`config.mk`:
```
export PLATFORM = sky130hd
export DESIGN_NAME = sal_cmd_sched
export DESIGN_NICKNAME = d
export VERILOG_FILES = /design/src/rtl/sal_cmd_sched.sv
export SDC_FILE = /design/constraint.sdc
export NUM_CORES = 1
export LEC_CHECK = 0
export BUFFER_PORTS_ARGS = -buffer_cell sky130_fd_sc_hd__clkbuf_2
export CAP_MARGIN = 25
export CORE_ASPECT_RATIO = 0.9
export CORE_MARGIN = 1.5
export CORE_UTILIZATION = 53
export DETAILED_ROUTE_END_ITERATION = 10
export GPL_TIMING_DRIVEN = 0
export PLACE_DENSITY = 0.85
export SLEW_MARGIN = 20
export SYNTH_ARGS = -nofsm -noshare
export SYNTH_HDL_FRONTEND = slang
export SYNTH_SLANG_ARGS = --single-unit
export TNS_END_PERCENT = 100
```
`constraint.sdc`:
```
create_clock -name clk -period 9.7 [get_ports clk]
set_input_delay 0.485 -clock clk [delete_from_list [all_inputs] [get_ports clk]]
set_output_delay 0.485 -clock clk [all_outputs]
set_load 0.01 [all_outputs]
```
`src/rtl/sal_cmd_sched.sv`:
```
// DRAM command scheduler: round-robin bank arbitration with optional column-first
// priority, plus tREFI-driven all-bank refresh with a postponement debt counter.
module sal_cmd_sched #(
  parameter int BK_CNT        = 8,
  parameter int ADDR_W        = 14,
  parameter int T_REFI        = 780,
  parameter int T_RFC         = 26,
  parameter int MAX_DEBT      = 8,
  parameter int ROW_HIT_FIRST = 1,
  localparam int BK_W         = $clog2(BK_CNT)
) (
  input  logic                     clk,
  input  logic                     rst,
  input  logic [BK_CNT-1:0]        bk_req_valid,
  input  logic [2*BK_CNT-1:0]      bk_req_cmd,
  input  logic [ADDR_W*BK_CNT-1:0] bk_req_addr,
  output logic [BK_CNT-1:0]        bk_req_ready,
  input  logic [BK_CNT-1:0]        bk_idle,
  output logic                     cmd_valid,
  output logic [2:0]               cmd_code,
  output logic [BK_W-1:0]          cmd_bk,
  output logic [ADDR_W-1:0]        cmd_addr,
  output logic [3:0]               ref_debt,
  output logic                     ref_busy
);

  localparam int REFI_W = $clog2(T_REFI);
  localparam int RFC_W  = $clog2(T_RFC);
  localparam logic [3:0] DEBT_MAX  = 4'(MAX_DEBT);
  localparam logic [3:0] DEBT_HALF = 4'(MAX_DEBT / 2);
  localparam logic [2:0] CODE_NOP = 3'd0;
  localparam logic [2:0] CODE_REF = 3'd5;

  typedef enum logic [1:0] {NORMAL, REF_DRAIN, REF_ISSUE, REF_RFC} state_t;

  state_t              state, state_nxt;
  logic [BK_W-1:0]     rr_ptr;
  logic [REFI_W-1:0]   ref_cnt;
  logic [RFC_W-1:0]    rfc_cnt;
  logic [BK_CNT-1:0]   is_rw, is_pre, elig, grant;
  logic [BK_W-1:0]     grant_idx;
  logic                grant_any;
  logic [1:0]          sel_cmd;
  logic [ADDR_W-1:0]   sel_addr;
  logic                ref_wrap, ref_issue;

  always_comb begin
    is_rw  = '0;
    is_pre = '0;
    for (int unsigned i = 0; i < BK_CNT; i++) begin
      is_rw[i]  = (bk_req_cmd[2*i +: 2] == 2'd1) || (bk_req_cmd[2*i +: 2] == 2'd2);
      is_pre[i] = (bk_req_cmd[2*i +: 2] == 2'd3);
    end
  end

  always_comb begin
    elig = '0;
    case (state)
      NORMAL: begin
        elig = bk_req_valid;
        if (ROW_HIT_FIRST != 0 && |(bk_req_valid & is_rw))
          elig = bk_req_valid & is_rw;
      end
      REF_DRAIN: elig = bk_req_valid & is_pre;
      default:   elig = '0;
    endcase
  end

  // Scan starts at rr_ptr; BK_W-bit addition wraps modulo BK_CNT.
  always_comb begin
    logic [BK_W-1:0] idx;
    idx       = '0;
    grant_any = 1'b0;
    grant_idx = '0;
    grant     = '0;
    for (int unsigned k = 0; k < BK_CNT; k++) begin
      idx = rr_ptr + BK_W'(k);
      if (!grant_any && elig[idx]) begin
        grant_any = 1'b1;
        grant_idx = idx;
      end
    end
    if (grant_any)
      grant[grant_idx] = 1'b1;
  end

  assign bk_req_ready = grant & {BK_CNT{~rst}};
  assign sel_cmd      = bk_req_cmd[2*grant_idx +: 2];
  assign sel_addr     = bk_req_addr[ADDR_W*grant_idx +: ADDR_W];
  assign ref_wrap     = (ref_cnt == REFI_W'(T_REFI - 1));
  assign ref_issue    = (state == REF_ISSUE);
  assign ref_busy     = (state != NORMAL);

  always_comb begin
    state_nxt = state;
    case (state)
      NORMAL:
        if (ref_debt != '0 && (bk_req_valid == '0 || ref_debt >= DEBT_HALF))
          state_nxt = REF_DRAIN;
      REF_DRAIN:
        if (&bk_idle && !grant_any)
          state_nxt = REF_ISSUE;
      REF_ISSUE:
        state_nxt = REF_RFC;
      REF_RFC:
        if (rfc_cnt == '0)
          state_nxt = (ref_debt >= DEBT_HALF) ? REF_DRAIN : NORMAL;
      default:
        state_nxt = NORMAL;
    endcase
  end

  always_ff @(posedge clk) begin
    if (rst) begin
      state     <= NORMAL;
      rr_ptr    <= '0;
      ref_cnt   <= '0;
      rfc_cnt   <= '0;
      ref_debt  <= '0;
      cmd_valid <= 1'b0;
      cmd_code  <= CODE_NOP;
      cmd_bk    <= '0;
      cmd_addr  <= '0;
    end else begin
      state   <= state_nxt;
      ref_cnt <= ref_wrap ? '0 : ref_cnt + 1'b1;

      // A wrap landing on the issue cycle cancels the decrement.
      if (ref_wrap && !ref_issue && ref_debt < DEBT_MAX)
        ref_debt <= ref_debt + 4'd1;
      else if (ref_issue && !ref_wrap)
        ref_debt <= ref_debt - 4'd1;

      if (ref_issue)
        rfc_cnt <= RFC_W'(T_RFC - 1);
      else if (state == REF_RFC && rfc_cnt != '0)
        rfc_cnt <= rfc_cnt - 1'b1;

      if (grant_any)
        rr_ptr <= grant_idx + BK_W'(1);

      cmd_valid <= 1'b0;
      cmd_code  <= CODE_NOP;
      cmd_bk    <= '0;
      cmd_addr  <= '0;
      if (ref_issue) begin
        cmd_valid <= 1'b1;
        cmd_code  <= CODE_REF;
      end else if (grant_any) begin
        cmd_valid <= 1'b1;
        cmd_code  <= {1'b0, sel_cmd} + 3'd1;
        cmd_bk    <= grant_idx;
        cmd_addr  <= (sel_cmd == 2'd3) ? '0 : sel_addr;
      end
    end
  end

endmodule

```
# [Word level (Yosys, flattened, before mapping)]
# Cells that the tools add are included.
[op_classes] add_sub_neg=13 n_mul=1 n_lt_le_gt_ge=12 n_eq_ne=32 shift=2 n_mux=50 n_bitwise=5 reduce_logical=48
[ops] cell="112-bit by 8-bit variable part select with 14-bit output" count=1
[ops] cell="2-bit == test (second input constant)" count=19
[ops] cell="3-bit by 4-bit less-than comparator with 1-bit output (second input constant)" count=9
[ops] cell="3-bit two-way mux" count=10
[ops] cell="8-bit bitwise AND" count=3
[ops] cell="1-bit binary-select mux with 3-bit select" count=8
[ops] cell="1-bit two-way mux" count=20
[ops] cell="2-bit by 1-bit == test with 1-bit output (second input constant)" count=9
[ops] cell="8-bit two-way mux" count=2
[ops] cell="8-bit case mux with 2 select lines" count=1
[ops] cell="16-bit by 5-bit variable part select with 2-bit output" count=1
[ops] cell="1-bit logical AND" count=14
[ops] cell="3-bit adder (second input constant)" count=4
[ops] cell="10-bit by 1-bit adder with 10-bit output (second input constant)" count=1
[ops] cell="10-bit == test (second input constant)" count=1
[ops] cell="1-bit zero test" count=10
[ops] cell="5-bit two-way mux" count=2
[ops] cell="1-bit logical OR" count=9
[ops] cell="8-bit zero test" count=1
[ops] cell="4-bit two-way mux" count=2
[ops] cell="2-bit case mux with 4 select lines" count=1
[ops] cell="8-bit AND reduction" count=1
[ops] cell="8-bit OR reduction" count=1
[ops] cell="3-bit by 1-bit adder with 3-bit output (second input constant)" count=2
[ops] cell="22 further kinds" count=31
[word_totals] register_bits=45 inputBits=146 out_inout_bits=34 wordCells=174

# [Logic depth before layout (Yosys ltp)]
[logic_depth] ltp_word=36 mapped_depth=23 depth_no_buf=18

# [Worst setup path before layout]
# No wires, ideal clock.
[synth_timing] kind="reg-to-reg" startpoint="register rr_ptr[1]" endpoint="register cmd_addr[6]" setup_time_ns=0.060 t_arrival_ns=5.279 required_time_ns=9.640 slack_ns=4.362 stages_incl_launch_ff=23 path_buffers=6 period_less_slack_ns=5.338 path_cell_list="dfxtp_1 > buf_2 > clkinv_1 > ha_1 > clkbuf_1 > buf_1 > a211oi_1 > o32ai_1 > nor2_1 > o22ai_1 > nand3_1 > o32a_1 > nor2_1 > buf_4 > buf_2 > mux2i_1 > nand2_1 > o211ai_1 > o21ai_0 > ha_1 > nor3_1 > clkbuf_1 > a22o_1"
[synth_via] elab_chain_len=27 elab_cells_between_ends=59 classes_between="add/sub (7); mul (1); eq/ne (1); shift (2); mux (32); bitwise (1); reduce/logical (15)"
[synth_lines] item="start, declared" line="37" rtl="logic [BK_W-1:0] rr_ptr;"
[synth_lines] item="start signal, assigned" line="140" rtl="rr_ptr <= grant_idx + BK_W'(1);"
[synth_lines] item="branches (longest 27 deep; another with 3-bit by 1-bit adder with 3-bit output)"
[synth_lines] item="end signal, assigned" line="153" rtl="cmd_addr <= (sel_cmd == 2'd3) ? '0 : sel_addr;"
[synth_lines] item="end, declared" line="22" rtl="output logic [ADDR_W-1:0] cmd_addr,"
# Parallel ways; which one is timed is not known. The select of a mux whose other input is x is not followed.
# A chain may end at the register's enable or synchronous reset.

# [Final worst setup path]
[layout_timing] startpoint="register rr_ptr[1]" endpoint="register cmd_addr[3]"
# Same word-level chain as after synthesis.

==> results.sh <==
export IMPL_ioPinCount=180
export IMPL_cp_arrival_ns=7.75
export IMPL_postLayoutCellArea_um2=5590
export IMPL_yosysMostFrequentCell="nand2_1"
export IMPL_grt_pass1_vias=5080
export IMPL_grt_antenna_before_repair=0
export IMPL_track_usage_pct=33.4
export IMPL_ctsResizeCount=0
export IMPL_clk_path_buf_depth=2
export IMPL_crit_required_ns=9.95
export IMPL_numCtsBuffers=5
export IMPL_p_clk_share_pct=6.5
export IMPL_maxSlewViolCount=0
export IMPL_grt_overflow_total=0
export IMPL_finalWorstPathRequiredPeriod_ns=7.50
export IMPL_synth_cells=568
export IMPL_power_frac_seq_pct=10.3
export IMPL_status="complete, no violations"
export IMPL_comb_power_share_pct=83.2
export IMPL_cp_end_kind="flop"
export IMPL_cts_max_level=2
export IMPL_place_ws_ns=2.44
export IMPL_syn_to_final_growth_pct=25.6
export IMPL_synth_xor_area_share_pct=3.34
export IMPL_core_area_um2=8110
export IMPL_ys_top_cells_by_area="dfxtp_1 20%, mux2i_1 8.8%, mux2_2 8.3%, ha_1 5.6%, nand2_1 5.3%"
export IMPL_start_util_pct=54.9
export IMPL_path_clk_slew_ns=0.10
export IMPL_num_vias=5230
export IMPL_setup_viol=0
export IMPL_port_buffers=179
export IMPL_firstDrtPassIters=5
export IMPL_drv_cap=0
export IMPL_drt_initial_drc_count=414
export IMPL_max_freq_mhz=133
export IMPL_synth_top_area_share_pct=20.2
export IMPL_hold_depth=1
export IMPL_synth_edff_count=0
export IMPL_synth_nets=735
export IMPL_drc=0
export IMPL_dpl_cell_area_um2=5470
export IMPL_yosysWarnings=0
export IMPL_ys_seq_area_share_pct=20.2
export IMPL_total_leakage_power_nw=2.65
export IMPL_die_y_um=89.9
export IMPL_ff2ff_path_depth=22
export IMPL_wl_mm=15.4
export IMPL_synthArstFlopShare_pct=0
export IMPL_crit_path_start_kind="flop"
export IMPL_synth_compound_area_share_pct=26.9
export IMPL_dp_hpwl_mm=12.5
export IMPL_grt_pass1_wl_mm=24.0
export IMPL_total_power_mw=2.41
export IMPL_synth_fa_ha_area_share_pct=6.07
export IMPL_syn_area_um2=4450
export IMPL_yosysUniqueCellTypes=68
export IMPL_vias_per_cell=6.12
export IMPL_min_delay_path_class="flop to flop"
export IMPL_grt_setup_unrepaired="no"
export IMPL_cts_setup_buffers=0
export IMPL_final_antenna_net_count=0
export IMPL_syn_avg_cell_area_um2=7.84
export IMPL_clock_sinks=45
export IMPL_peakVddDrop_v=0.000292
export IMPL_ctsHoldBuffers=0
export IMPL_setup_ws_ns=2.20
export IMPL_fin_setup_tns_ns=0
export IMPL_yosys_area_share_simple_pct=19.6
export IMPL_die_w_um=99.6
export IMPL_hold_viol_final=0
export IMPL_crit_fanout=10
export IMPL_holdWs_ns=0.475
export IMPL_clock_skew_ns=0.00941
export IMPL_dieArea_um2=8960
export IMPL_swShare_pct=52.5
export IMPL_netlist_top_cells_count="63 x nand2_1, 48 x nor2_1, 45 x dfxtp_1"
export IMPL_clkLatencyLatePin_ns=0.32
export IMPL_synth_ff_type="dfxtp_1"
export IMPL_yosys_area_top_type="dfxtp_1"
export IMPL_cts_tree="built"
export IMPL_worst_pin_slew_ns=1.06
export IMPL_cts_root_buf="clkbuf_8"
export IMPL_power_density_nw_per_um2=431
export IMPL_power_internal_mw=1.15
export IMPL_wl_per_cell_um=18.1
export IMPL_rows=31
export IMPL_drive_above_1_share_pct=33.0
export IMPL_switchingPower_mw=1.26
export IMPL_final_nets=921
export IMPL_grt_max_degree=17
export IMPL_yosys_register_bits=45
export IMPL_gp_congestion=1.14
export IMPL_worstSetupPathType="flop to flop"
export IMPL_antenna_cells=0
export IMPL_slew_headroom_pct=29.2
export IMPL_synth_top_family_by_area="compound AO/OA/AOI/OAI gates"
export IMPL_period_share_pct=77.3
export IMPL_synthMuxAreaShare_pct=18.1
state kept, by name, indices dropped and copies added, names as in the netlist:
name,cells
cmd_valid,1
state,2
cmd_addr,14
rfc_cnt,5
rr_ptr,3
cmd_code,3
cmd_bk,3
ref_debt,4
ref_cnt,10
kinds of logic after synthesis:
kind of cell | Yosys count
multiplexers | 74
XOR/XNOR | 17
AO/OA/AOI/OAI | 169
buffers and inverters | 58
adder cells (fa/ha/maj) | 21
flip-flops | 45
AND/OR/NAND/NOR | 184
per-layer routing:
metal	vias to the layer above	global-route usage (%)	wire length, µm
met1	2395	39.6	6060
met5	-	0	0
met2	301	59.1	7550
met3	52	6.22	1310
li1	2482	-	-
met4	0	12.7	520
worst max-delay path, cell delays in order, from the launching register on:
cell,delay [ns]
dfxtp_1,0.40
buf_2,0.28
clkinv_1,0.37
ha_1,0.40
clkbuf_1,0.36
buf_1,0.56
a211oi_1,0.13
o32ai_1,0.89
nor2_1,0.09
o22ai_1,0.25
nand3_1,0.25
o32a_1,0.46
nor2_1,0.23
buf_4,0.27
buf_2,0.31
mux2i_1,0.24
nand2_1,0.07
o211ai_1,0.11
o21ai_0,0.15
ha_1,0.30
nor3_1,0.60
clkbuf_1,0.46
a22o_1,0.23
path summary, 6_finish.rpt:
check              from          end  slack [ns]
max reg2reg   rr_ptr[1]  cmd_addr[3]        2.20
max           rr_ptr[1]  cmd_addr[3]        2.20
min reg2reg  ref_cnt[0]   ref_cnt[0]        0.48
min          ref_cnt[0]   ref_cnt[0]        0.48
power by group through the flow:
stage	clock network (mW)	logic, mW	registers [mW]
finish	0.156	2.01	0.248
CTS	0.157	1.98	0.248
global placement	0	1.91	0.250
global route	0.164	2.17	0.251
floorplan	0	1.47	0.263
detailed placement	0	1.97	0.252
layout make-up:
cell class / instances / area [µm²]
timing repair buffer: 179 / 896
clock inverter: 3 / 50.0
sequential: 45 / 901
clock buffer: 5 / 68.8
multi-input combinational: 465 / 3300
inverter: 20 / 75.1
tap: 99 / 124
fill: 680 / 2520
buffer: 38 / 180
cells in the final DEF, fill, tap and decap left out, types with 3 or more instances in the layout:
cell type	count
a2111oi_0	5
a211o_1	3
a211oi_1	15
a21o_1	7
a21oi_1	30
a22o_1	18
a22oi_2	4
a31oi_1	4
and2_1	4
and3_1	9
buf_1	3
buf_2	9
buf_4	5
clkbuf_1	20
clkbuf_2	179
clkbuf_8	5
dfxtp_1	45
ha_1	20
inv_1	19
mux2_2	33
mux2i_1	39
nand2_1	63
nand2b_1	5
nand3_1	14
nand4_1	4
nor2_1	48
nor3_1	15
nor3b_1	3
nor4_1	5
o211ai_1	11
o21ai_0	39
o221ai_1	3
o22ai_1	4
o32ai_1	3
xnor2_1	9
xor2_1	8
metrics by stage:
stage	std cells	utilization, %
floorplan	568	-
CTS	854	69.0
global placement	846	67.5
detailed placement	846	67.5
finish	854	69.0
global route	854	69.0
No activity file was read; power rests on OpenSTA's default activity.
